<file path="src/rtl/popcount_stream.sv">
// Streaming ones-counter with saturating per-burst total; 2-cycle latency, 1 word/cycle.
// Backpressure: out_rdy low stalls S2, then S1, then in_rdy; optional POPCOUNT_STREAM_CHECK_EN adds chk_fail.
module popcount_stream #(
    parameter int W     = 32,
    parameter int ACC_W = 16,
    localparam int CNT_W = $clog2(W + 1)
) (
    input  logic             clk,
    input  logic             rst,
    input  logic             in_vld,
    output logic             in_rdy,
    input  logic [W-1:0]     in_data,
    input  logic             in_last,
    output logic             out_vld,
    input  logic             out_rdy,
    output logic [CNT_W-1:0] out_cnt,
    output logic [ACC_W-1:0] out_acc,
    output logic             out_sat,
    output logic             out_last
`ifdef POPCOUNT_STREAM_CHECK_EN
    ,
    output logic             chk_fail
`endif
);

    localparam int NG = (W + 3) / 4;
    localparam int PW = NG * 4;
    localparam logic [ACC_W-1:0] ACC_MAX = '1;

    function automatic logic [2:0] f_nib_cnt(input logic [3:0] i_nib);
        logic [2:0] v_cnt;
        case (i_nib)
            4'h0:                      v_cnt = 3'd0;
            4'h1, 4'h2, 4'h4, 4'h8:    v_cnt = 3'd1;
            4'h3, 4'h5, 4'h6, 4'h9,
            4'hA, 4'hC:                v_cnt = 3'd2;
            4'h7, 4'hB, 4'hD, 4'hE:    v_cnt = 3'd3;
            default:                   v_cnt = 3'd4;
        endcase
        return v_cnt;
    endfunction

    logic [PW-1:0]    w_pad;
    logic [2:0]       w_grp [NG];
    logic [2:0]       r_grp [NG];
    logic             r_s1_vld;
    logic             r_s1_last;
    logic             w_s1_adv;
    logic             w_s2_adv;
    logic             w_xfer;
    logic [CNT_W-1:0] w_cnt;
    logic [ACC_W:0]   w_cnt_ext;
    logic [ACC_W:0]   w_base;
    logic [ACC_W:0]   w_sum;
    logic [ACC_W-1:0] w_acc_nxt;
    logic             w_sat_nxt;
    logic [ACC_W-1:0] r_acc;
    logic             r_sat;
    logic             r_first;
    logic             r_out_vld;
    logic [CNT_W-1:0] r_out_cnt;
    logic [ACC_W-1:0] r_out_acc;
    logic             r_out_sat;
    logic             r_out_last;

    assign w_s2_adv = ~r_out_vld | out_rdy;
    assign w_s1_adv = ~r_s1_vld | w_s2_adv;
    assign w_xfer   = r_s1_vld & w_s2_adv;
    assign in_rdy   = w_s1_adv;

    // Pad bits are forced to zero so they can never add to a group count.
    always_comb begin
        w_pad          = '0;
        w_pad[W-1:0]   = in_data;
        for (int g = 0; g < NG; g++) begin
            w_grp[g] = f_nib_cnt(w_pad[4*g +: 4]);
        end
    end

    always_ff @(posedge clk) begin
        if (rst) begin
            r_s1_vld  <= 1'b0;
            r_s1_last <= 1'b0;
        end else if (w_s1_adv) begin
            r_s1_vld <= in_vld;
            if (in_vld) begin
                r_s1_last <= in_last;
            end
        end
    end

    always_ff @(posedge clk) begin
        if (w_s1_adv && in_vld) begin
            r_grp <= w_grp;
        end
    end

    always_comb begin
        w_cnt = '0;
        for (int g = 0; g < NG; g++) begin
            w_cnt = w_cnt + CNT_W'(r_grp[g]);
        end
    end

    // One extra bit on the sum exposes overflow for the saturation decision.
    always_comb begin
        w_cnt_ext              = '0;
        w_cnt_ext[CNT_W-1:0]   = w_cnt;
        w_base                 = r_first ? '0 : {1'b0, r_acc};
        w_sum                  = w_base + w_cnt_ext;
        w_acc_nxt              = w_sum[ACC_W-1:0];
        w_sat_nxt              = r_first ? 1'b0 : r_sat;
        if (w_sum[ACC_W]) begin
            w_acc_nxt = ACC_MAX;
            w_sat_nxt = 1'b1;
        end
    end

    always_ff @(posedge clk) begin
        if (rst) begin
            r_out_vld  <= 1'b0;
            r_out_cnt  <= '0;
            r_out_acc  <= '0;
            r_out_sat  <= 1'b0;
            r_out_last <= 1'b0;
            r_acc      <= '0;
            r_sat      <= 1'b0;
            r_first    <= 1'b1;
        end else begin
            if (w_s2_adv) begin
                r_out_vld <= r_s1_vld;
            end
            if (w_xfer) begin
                r_out_cnt  <= w_cnt;
                r_out_acc  <= w_acc_nxt;
                r_out_sat  <= w_sat_nxt;
                r_out_last <= r_s1_last;
                r_acc      <= w_acc_nxt;
                r_sat      <= w_sat_nxt;
                r_first    <= r_s1_last;
            end
        end
    end

    assign out_vld  = r_out_vld;
    assign out_cnt  = r_out_cnt;
    assign out_acc  = r_out_acc;
    assign out_sat  = r_out_sat;
    assign out_last = r_out_last;

`ifdef POPCOUNT_STREAM_CHECK_EN
    logic [W-1:0]     r_s1_data;
    logic [CNT_W-1:0] w_ref_cnt;
    logic             r_chk_fail;

    always_ff @(posedge clk) begin
        if (w_s1_adv && in_vld) begin
            r_s1_data <= in_data;
        end
    end

    assign w_ref_cnt = CNT_W'($countones(r_s1_data));

    always_ff @(posedge clk) begin
        if (rst) begin
            r_chk_fail <= 1'b0;
        end else if (w_xfer && (w_ref_cnt != w_cnt)) begin
            r_chk_fail <= 1'b1;
        end
    end

    assign chk_fail = r_chk_fail;
`endif

endmodule

</file>
<file path="config.mk">
export PLATFORM = sky130hd
export DESIGN_NAME = popcount_stream
export DESIGN_NICKNAME = d
export VERILOG_FILES = /design/src/rtl/popcount_stream.sv
export SDC_FILE = /design/constraint.sdc
export NUM_CORES = 1
export LEC_CHECK = 0
export BUFFER_PORTS_ARGS = -buffer_cell sky130_fd_sc_hd__buf_2
export CELL_PAD_IN_SITES_DETAIL_PLACEMENT = 1
export CELL_PAD_IN_SITES_GLOBAL_PLACEMENT = 1
export CORE_MARGIN = 1.5
export CORE_UTILIZATION = 47
export DETAILED_ROUTE_END_ITERATION = 8
export PLACE_DENSITY_LB_ADDON = 0.3
export SYNTH_ARGS = -nofsm -noshare
export SYNTH_HDL_FRONTEND = slang
export SYNTH_SLANG_ARGS = --single-unit
export TNS_END_PERCENT = 10
</file>
<file path="constraint.sdc">
create_clock -name clk -period 11.6 [get_ports clk]
set_clock_uncertainty 0.1 [all_clocks]
set_input_delay 2.32 -clock clk [delete_from_list [all_inputs] [get_ports clk]]
set_output_delay 2.32 -clock clk [all_outputs]
set_load 0.005 [all_outputs]
</file>
==> reports/results.ini <==
[clock_network]
htree_levels = 2
post_cts_buffers = 0
clk_pin_slew_ns = 0.08
cts_hold_buf = 0
cts_tree = yes
root_buffer = clkbuf_8
cts_buffers = 5
clock_path_buffers = 2
insertion_delay_ns = 0.31
cts_resized = 0
cts_sinks = 52

[setup_path]
reg2reg_from = r_grp[11]
r2r-end = out_acc[10]
reg2reg_depth = 17
cp.required_ns = 9.18
critPathCaptureType = output port
worstPathArrival_ns = 2.89
crit_path_max_fanout = 3
cp-start-kind = primary input
r2r_slack_ns = 6.34
path_class = primary input to output port

[cells_and_area]
nNetsFinal = 516
final_cell_mix = buf_2, inv_1, ha_1, nand2_1, dfxtp_1
layout_commonest_cell = buf_2
fill_cells = 864
drive_above_1_share_pct = 18.8
antenna_cells = 0
area_growth_pct = 14.2
stdcell_count = 525

[synthesis]
synth_cell_types = 46
async_reset_ff_share_pct = 0
ys.flop_type = dfxtp_1
synth_edf_count = 24
ys_seq_elements = 52
synth_nets = 454
syn_inst = 363
syn-cell-area_um2 = 3540
syn_avg_cell_area_um2 = 9.76
seq_area_frac_synth_pct = 36.1
yosys_warnings = 0

[floorplan]
die_h_um = 89.8
start_util_pct = 48.6
core_area_um2 = 7290
die_area_um2 = 8070
rows = 31
io_pins = 63
dieWidth_um = 89.8

[detailed_routing]
routed-via-count = 2739
drt.antenna.violating_nets = 0
first_pass_iters = 4
avgViaCountPerCell = 5.22
wl_per_cell_um = 14.2
drt-total-wl_mm = 7.43
drtIter0Drc = 38
drc_errors = 0

[worst_hold_path]
hold_path_class = flop to flop
min_path_cells = 2
whs_endpoint = out_cnt[3]
hp-start = out_cnt[3]

[power]
internal_power_mw = 0.412
p_per_area_nw_per_um2 = 170
pwr-share-clk_pct = 15.3
switching_share_pct = 40.1
p_seq_share_pct = 32.8
p_leak_nw = 1.93
p_switching_mw = 0.276
power_frac_comb_pct = 51.8
ir_worst_vdd_uv = 71.0

[timing]
final_hold_viol_count = 0
setup_ws_ns = 6.29
setup_viol = 0
fmax_ghz = 0.188
period_minus_slack_ns = 5.31
rsz0062_at_grt = false
worst_slew_pin_slew_ns = 0.754
setup_tns_ns = 0
slew_viol_final = 0
slew_headroom_pct = 49.7
timing.final.crit_share_pct = 45.8

[outcome]
status = finished clean

[global_routing]
grt_overflow_total = 0
grt_use_met2_pct = 37.2
grt_usage_pct = 19.1
grt_pass1_vias = 2861
use_met3_pct = 2.62
busiest_layer = met2
grt_util_met1_pct = 21.0
antenna_found_initial = 0
grt_pass1_wl_mm = 12.7
grt_max_degree = 29

[placement]
dp.cells = 517
place_ws_ns = 6.30
gp_congestion = 0.768
hpwl_mm = 6.02
port_buffers = 62

[run]
drv_cap = 0

## cells by family (layout without fill, tap and decap cells)
| logic type | after synthesis | in the layout | synth area share, % |
|---|---|---|---|
| compound gates | 70 | 70 | 13.9 |
| xor+xnor | 21 | 21 | 5.19 |
| fa+ha+maj | 54 | 54 | 22.9 |
| buf+inv | 64 | 127 | 6.78 |
| flops | 52 | 52 | 36.1 |
| mux | 5 | 5 | 1.41 |
| simple gates | 97 | 97 | 13.7 |
## critical path, stage by stage
cell	delay, ns
buf_2	0.10
nor2b_1	0.21
nand2_1	0.12
buf_2	0.14
## how the worst max path moves through the flow
stage / slack [ns] / end / from / depth (start not counted)
finish: 6.29 / in_rdy / out_rdy / 4
global route: 5.95 / out_acc[14] / r_grp[11] / 17
CTS: 6.29 / out_acc[12] / r_grp[11] / 17
detailed placement: 6.30 / in_rdy / out_rdy / 4
global placement: 6.33 / in_rdy / out_rdy / 4
floorplan: 6.59 / out_acc[12] / r_grp[2] / 15
## state kept, by name (all words and copies together), names as in the netlist
signal	cells
out_acc	16
out_cnt	6
out_last	1
out_sat	1
out_vld	1
r_first	1
r_grp	24
r_s1_last	1
r_s1_vld	1
## layout make-up
class	instances	area, um^2	share of cell area, %
clock buffers	6	76.3	1.89
clock inverters	2	12.5	0.309
inverters	56	210	5.19
multi-input cells	247	2030	50.1
flip-flops and latches	52	1280	31.6
well taps	99	124	3.06
repair buffers	63	318	7.85
## per-stage QoR
step | hold WS (ns) | instance area (um^2) | power (mW) | utilization (%)
after floorplan | 0.334 | 3540 | 0.489 | -
after global placement | 0.340 | 3960 | 0.566 | 54.3
after detailed placement | 0.345 | 3960 | 0.590 | 54.3
after CTS | 0.358 | 4050 | 0.697 | 55.5
after global routing | 0.392 | 4050 | 0.747 | 55.5
final | 0.354 | 4050 | 0.687 | 55.5
## routing by layer
metal / share of wire (%) / vias to the layer above
met1: 40 / 1309
met2: 54 / 65
met3: 3.5 / 12
li1: - / 1353
met4: 1.9 / 0
met5: 0 / -
## power by group through the flow
stage	combinational [mW]	sequential, mW	clock, mW
after floorplan	0.261	0.228	0
after global placement	0.337	0.229	0
after detailed placement	0.359	0.230	0
after CTS	0.363	0.226	0.108
after global routing	0.405	0.228	0.113
final	0.356	0.226	0.105
## cells in the mapped netlist (2+ instances only)
master,number,area [um^2]
a21oi_1,19,95.1
a31oi_1,5,31.3
inv_1,56,210
nor2_1,14,52.6
xnor2_1,8,70.1
fa_1,18,360
a41o_1,3,30.0
edfxtp_1,24,721
nor2b_1,9,56.3
a211oi_1,9,67.6
dfxtp_1,28,561
o31ai_1,5,37.5
o21ai_0,9,45.0
nand2b_1,2,12.5
ha_1,36,450
nor3_1,16,80.1
clkbuf_1,7,26.3
nand3_1,8,40.0
a21o_2,2,17.5
xor2_1,13,114
a21o_1,7,52.6
and3_2,2,15.0
mux2i_1,5,50.1
nand2_1,35,131
and3_1,2,12.5
(Power assumes the default switching activity.)
